**src/rtl/one_wire_resp_ctrl.sv**
```systemverilog
// One-Wire response framer: collects presence / received bytes per command
// and emits header + payload words into the RX FIFO, one write per 2 cycles.
//
// Ports:
//   clk, reset_n          clock, asynchronous active-low reset
//   start, command        command issue pulse and code (1 reset, 3 read, 4 search)
//   ow_busy               interface busy; its fall ends collection
//   presence_valid/detect presence result of a reset slot
//   rx_valid, rx_data     one received byte per pulse
//   fifo_full             RX FIFO full, stalls emission
//   fifo_write_enable     RX FIFO write strobe (registered)
//   fifo_write_data       RX FIFO write word (registered, [7:0] used)
//   resp_busy             high whenever the framer is not idle
//   cmd_dropped           sticky: start arrived while busy
module one_wire_resp_ctrl #(
    parameter int FIFO_WIDTH = 8,
    parameter int BUF_DEPTH  = 16
) (
    input  logic                  clk,
    input  logic                  reset_n,
    input  logic                  start,
    input  logic [3:0]            command,
    input  logic                  ow_busy,
    input  logic                  presence_valid,
    input  logic                  presence_detect,
    input  logic                  rx_valid,
    input  logic [7:0]            rx_data,
    input  logic                  fifo_full,
    output logic                  fifo_write_enable,
    output logic [FIFO_WIDTH-1:0] fifo_write_data,
    output logic                  resp_busy,
    output logic                  cmd_dropped
);

    localparam int CW = $clog2(BUF_DEPTH + 1);
    localparam int AW = $clog2(BUF_DEPTH);

    localparam logic [CW-1:0] DEPTH_C = CW'(BUF_DEPTH);

    localparam logic [3:0] CMD_RESET  = 4'd1;
    localparam logic [3:0] CMD_READ   = 4'd3;
    localparam logic [3:0] CMD_SEARCH = 4'd4;

    typedef enum logic [2:0] {
        S_IDLE,
        S_COLLECT,
        S_HEADER,
        S_GAP,
        S_PAYLOAD
    } state_t;

    state_t          state;
    logic [3:0]      cmd;
    logic [CW-1:0]   cnt;
    logic [CW-1:0]   idx;
    logic            seen_busy;
    logic            ovf;
    logic            pres;
    logic [7:0]      buf_mem [BUF_DEPTH];

    logic            collecting;
    logic            store;
    logic [CW-1:0]   cnt_nx;
    logic            ovf_nx;
    logic            pres_nx;
    logic [7:0]      hdr_nx;
    logic            cmd_ok;

    // Header of the frame as it stands after this cycle's inputs, so a byte
    // arriving in the busy-fall cycle is already counted in the header.
    function automatic logic [7:0] make_header(
        input logic [CW-1:0] c,
        input logic [3:0]    k,
        input logic          o,
        input logic          p
    );
        logic [CW-1:0] cm1;
        logic [3:0]    len;
        logic          flag;
        cm1  = c - CW'(1);
        len  = (c == '0) ? 4'h0 : cm1[3:0];
        flag = (k == CMD_RESET) ? p : (c == '0);
        return {len, k[1:0], o, flag};
    endfunction

    assign collecting = (state == S_COLLECT);
    assign store      = collecting && rx_valid && (cnt < DEPTH_C);
    assign cnt_nx     = cnt + CW'(store);
    assign ovf_nx     = ovf | (collecting && rx_valid && (cnt == DEPTH_C));
    assign pres_nx    = (collecting && presence_valid) ? presence_detect : pres;
    assign hdr_nx     = make_header(cnt_nx, cmd, ovf_nx, pres_nx);

    assign cmd_ok = (command == CMD_RESET) ||
                    (command == CMD_READ)  ||
                    (command == CMD_SEARCH);

    assign resp_busy = (state != S_IDLE);

    // Payload storage needs no reset: only indices below cnt are ever read.
    always_ff @(posedge clk) begin
        if (store) begin
            buf_mem[cnt[AW-1:0]] <= rx_data;
        end
    end

    always_ff @(posedge clk or negedge reset_n) begin
        if (!reset_n) begin
            state             <= S_IDLE;
            cmd               <= '0;
            cnt               <= '0;
            idx               <= '0;
            seen_busy         <= 1'b0;
            ovf               <= 1'b0;
            pres              <= 1'b0;
            fifo_write_enable <= 1'b0;
            fifo_write_data   <= '0;
            cmd_dropped       <= 1'b0;
        end else begin
            fifo_write_enable <= 1'b0;
            fifo_write_data   <= '0;

            if (start && state != S_IDLE) begin
                cmd_dropped <= 1'b1;
            end

            case (state)
                S_IDLE: begin
                    if (start && cmd_ok) begin
                        cmd       <= command;
                        cnt       <= '0;
                        idx       <= '0;
                        seen_busy <= 1'b0;
                        ovf       <= 1'b0;
                        pres      <= 1'b0;
                        state     <= S_COLLECT;
                    end
                end

                S_COLLECT: begin
                    if (ow_busy) begin
                        seen_busy <= 1'b1;
                    end
                    cnt  <= cnt_nx;
                    ovf  <= ovf_nx;
                    pres <= pres_nx;
                    // The header write is decided in the busy-fall cycle so it
                    // leaves one cycle later; HEADER only holds a full-FIFO stall.
                    if (seen_busy && !ow_busy) begin
                        idx <= '0;
                        if (!fifo_full) begin
                            fifo_write_enable <= 1'b1;
                            fifo_write_data   <= FIFO_WIDTH'(hdr_nx);
                            state             <= S_GAP;
                        end else begin
                            state <= S_HEADER;
                        end
                    end
                end

                S_HEADER: begin
                    if (!fifo_full) begin
                        fifo_write_enable <= 1'b1;
                        fifo_write_data   <= FIFO_WIDTH'(hdr_nx);
                        state             <= S_GAP;
                    end
                end

                // Strobe is high during this cycle; the FIFO full flag
                // settles before the next write is decided.
                S_GAP: begin
                    if (idx < cnt) begin
                        state <= S_PAYLOAD;
                    end else begin
                        state <= S_IDLE;
                    end
                end

                S_PAYLOAD: begin
                    if (!fifo_full) begin
                        fifo_write_enable <= 1'b1;
                        fifo_write_data   <= FIFO_WIDTH'(buf_mem[idx[AW-1:0]]);
                        idx               <= idx + CW'(1);
                        state             <= S_GAP;
                    end
                end

                default: begin
                    state <= S_IDLE;
                end
            endcase
        end
    end

endmodule

```
**config.mk**
```make
export PLATFORM = sky130hd
export DESIGN_NAME = one_wire_resp_ctrl
export DESIGN_NICKNAME = d
export VERILOG_FILES = /design/src/rtl/one_wire_resp_ctrl.sv
export SDC_FILE = /design/constraint.sdc
export NUM_CORES = 1
export LEC_CHECK = 0
export ABC_AREA = 1
export CORE_MARGIN = 5
export CORE_UTILIZATION = 65
export DETAILED_ROUTE_END_ITERATION = 16
export PLACE_DENSITY = 0.85
export RECOVER_POWER = 100
export SLEW_MARGIN = 20
export SYNTH_ARGS = -nofsm -noshare
export SYNTH_HDL_FRONTEND = slang
export SYNTH_SLANG_ARGS = --single-unit
```
**constraint.sdc**
```tcl
create_clock -name clk -period 4.8 [get_ports clk]
set_clock_uncertainty 0.05 [all_clocks]
set_input_delay 1.2 -clock clk [delete_from_list [all_inputs] [get_ports clk]]
set_output_delay 1.2 -clock clk [all_outputs]
set_load 0.005 [all_outputs]
```
==> results.md <==
- PortBufs: 30
- Share of layout cells above drive strength 1: 5.26%
- Pwr/cell area: 451 nW/um^2
- Worst setup SP type: primary input
- Flop-to-flop setup slack: 1.58 ns
- Clk root buf: clkbuf_8
- Register area share after synthesis: 63.2%
- Hold_buf cts: 0
- Largest net degree at the start of global routing: 71
- Post-synth EDFFs: 128
- Warnings, synthesis: 0
- Maximum vdd drop: 266 uV
- DR iter-0 viols: approximately 550
- Cell area after synthesis: 7270 sq um
- R2r endpoint: fifo_write_data[2]$_DFF_PN0_
- FP Rows: 38
- Final Setup Violations: 0
- Maximum clock rate: about 0.3 GHz
- Pre-CTS setup slack: 1.37 ns
- Drt drc: 0
- Fin. Hold Viols: 0
- Hold path start: cmd[3]$_DFFE_PN0P_
- Setup TNS: 0 ns
- Detailed placement HPWL: around 11000 um
- Final Max Tran Viols: between 90 and 100
- Fin nets: 813
- Mapped Nets: approximately 790
- Most used flip-flop cell after synthesis: edfxtp_1
- Core Region: 10900 sq um
- Die height: about 120 um
- Layout area overhead: 11.6%
- Final min period: 3.36 ns
- DR WL/cell: around 18 um
- Most numerous cell in the Yosys netlist: nand2_1
- ANT cells: 0
- Starting Density: between 60% and 70%
- Slew @ Worst Pin: 1.88 ns
- Num CTS Buffers: 17
- Io pins: 31
- Mean area per synthesized cell: about 9.6 sq um
- Vias in the first global route: 5272
- Clock sinks: 158
- Via density: roughly 5.7
- Unrepaired setup endpoints after global routing: false
- Die Width: 116 um
- Placed Cells: 906
- Synth Register Bits: 158
- Hold Path Sink: cmd[3]$_DFFE_PN0P_
- Total gr overflow: 0
- Gr usage total: 27.4%
- Crit path required time: just under 5 ns
- CP arrival: 3.47 ns
- Synth async-reset ratio: 19.0%
- Final period util: 69.9%
- Worst hold path depth: 2
- Area share of the largest cell type after synthesis: 52.9%
- Rel. slew slack: -25.4%
- H-tree Lvls: 4
- Total power: ~3.7 mW
- Worst-path clk slew: 0.06 ns
- P_leak: approximately 3.6 nW
- Top cells by count, synth: 255 x nand2_1, 129 x inv_1, 128 x edfxtp_1, 103 x nand3_1, 30 x dfrtp_1
- Setup ws final: 1.44 ns
- Vias post-DR: 5366
- Critical path class: primary input to flop
- Unique masters post-synth: 33
- CP Max Fanout: 8
- First-pass GRT wire length: around 27000 um
- Leading area contributor after synthesis: edfxtp_1
- Main area contributors after synthesis: edfxtp_1 53%, nand2_1 13%, dfrtp_1 10%, nand3_1 7.1%, inv_1 6.7%
- Failing checks: max-capacitance violations, max-slew violations
- Final std cells w/o fill: between 900 and 1000
- Clock latency on the worst-skew pair: roughly 0.53 ns
- Status: complete, but fails checks
- Total Wirelength: 17000 um
- Antenna Nets Post-Route: 0
- Origin of the critical flop-to-flop path: idx[0]$_DFFE_PN0P_
- Die area: 13400 sq um
- Cell depth of the worst flop-to-flop path: 9
- Antenna violations before repair: 0
- Gate Count Post-Synth: about 760
- Hold Path Class: flop to flop
- Bufs on Longest Clock Path: 2
- Max-Cap Viols: 2
- CP Capture Type: flop
- GP Congestion: 0.894
- Postcts setup bufs: 0
- DRT Pass-1 Iters: 5
- CTS resizes: 0
- TritonCTS clock tree: yes
==> state kept, by name, indices dropped and copies added, names as in the netlist <==
signal / cells
state: 3
cmd_dropped: 1
buf_mem: 128
cnt: 5
fifo_write_data: 8
idx: 5
pres: 1
ovf: 1
cmd: 4
seen_busy: 1
fifo_write_enable: 1
==> logic make-up after synthesis <==
| logic type | share of synthesized area, % |
|---|---|
| DFF | 63.2 |
| adders and majority gates | 1.38 |
| and+or+nand+nor | 23.6 |
| buffers and inverters | 9.26 |
| AOI/OAI and AO/OA | 2.08 |
| xor gates and xnor gates | 0.482 |
==> layout by cell type, fill, tap and decap left out, types with 6 or more instances in the layout <==
master,n
dlygate4sd3_1,22
nand3_1,104
dfrtp_1,29
clkbuf_16,16
edfxtp_1,128
ha_1,8
o21ai_0,14
inv_1,130
nor3_1,6
nor2_1,23
clkdlybuf4s50_1,8
nand2_1,255
==> critical path, stage by stage <==
cell and delay [ns]:
dlygate4sd3_1 0.57, inv_1 0.05, nor3_1 0.53, nand3_1 0.44, nor2_1 0.68
==> metrics by stage <==
stage	cell area, sq um	hold WS (ns)	util (%)
2_1_floorplan	7270	0.388	-
3_3_place_gp	7610	0.408	69.9
3_5_place_dp	7610	0.405	69.9
4_1_cts	8150	0.425	74.9
5_1_grt	8120	0.457	74.6
6_report	8120	0.430	74.6
==> layer usage <==
| layer | global-route usage, % | wire length [um] | vias up |
|---|---|---|---|
| met5 | 0 | 0 | - |
| met4 | 11.4 | 474 | 0 |
| met3 | 5.22 | 1760 | 47 |
| met2 | 43.8 | 8200 | 327 |
| met1 | 37.4 | 6610 | 2501 |
| li1 | - | - | 2491 |
==> how the worst max path moves through the flow <==
stage / startpoint / end
2_1_floorplan: rx_valid / fifo_write_data[5]$_DFF_PN0_
3_3_place_gp: rx_valid / fifo_write_data[5]$_DFF_PN0_
3_5_place_dp: rx_valid / fifo_write_data[5]$_DFF_PN0_
4_1_cts: state[0]$_DFFE_PN0P_ / resp_busy
5_1_grt: idx[0]$_DFFE_PN0P_ / fifo_write_data[4]$_DFF_PN0_
6_report: rx_valid / buf_mem[11][0]$_DFFE_PP_
==> cell type report <==
cell class	count	area, sq um
clock inverters	13	116
clock buffers	19	422
flip-flops and latches	158	4600
fillers	698	2770
multi-input cells	438	1970
inverters	137	517
well taps	140	175
repair buffers	33	319
==> report_power, final <==
part / switching, mW / internal [mW] / leakage, nW / total, mW
Sequential: 0.0549 / 1.58 / 1.55 / 1.63
Combinational: 0.546 / 0.254 / 1.83 / 0.800
Clock: 0.542 / 0.688 / 0.250 / 1.23
(Power assumes the default switching activity.)
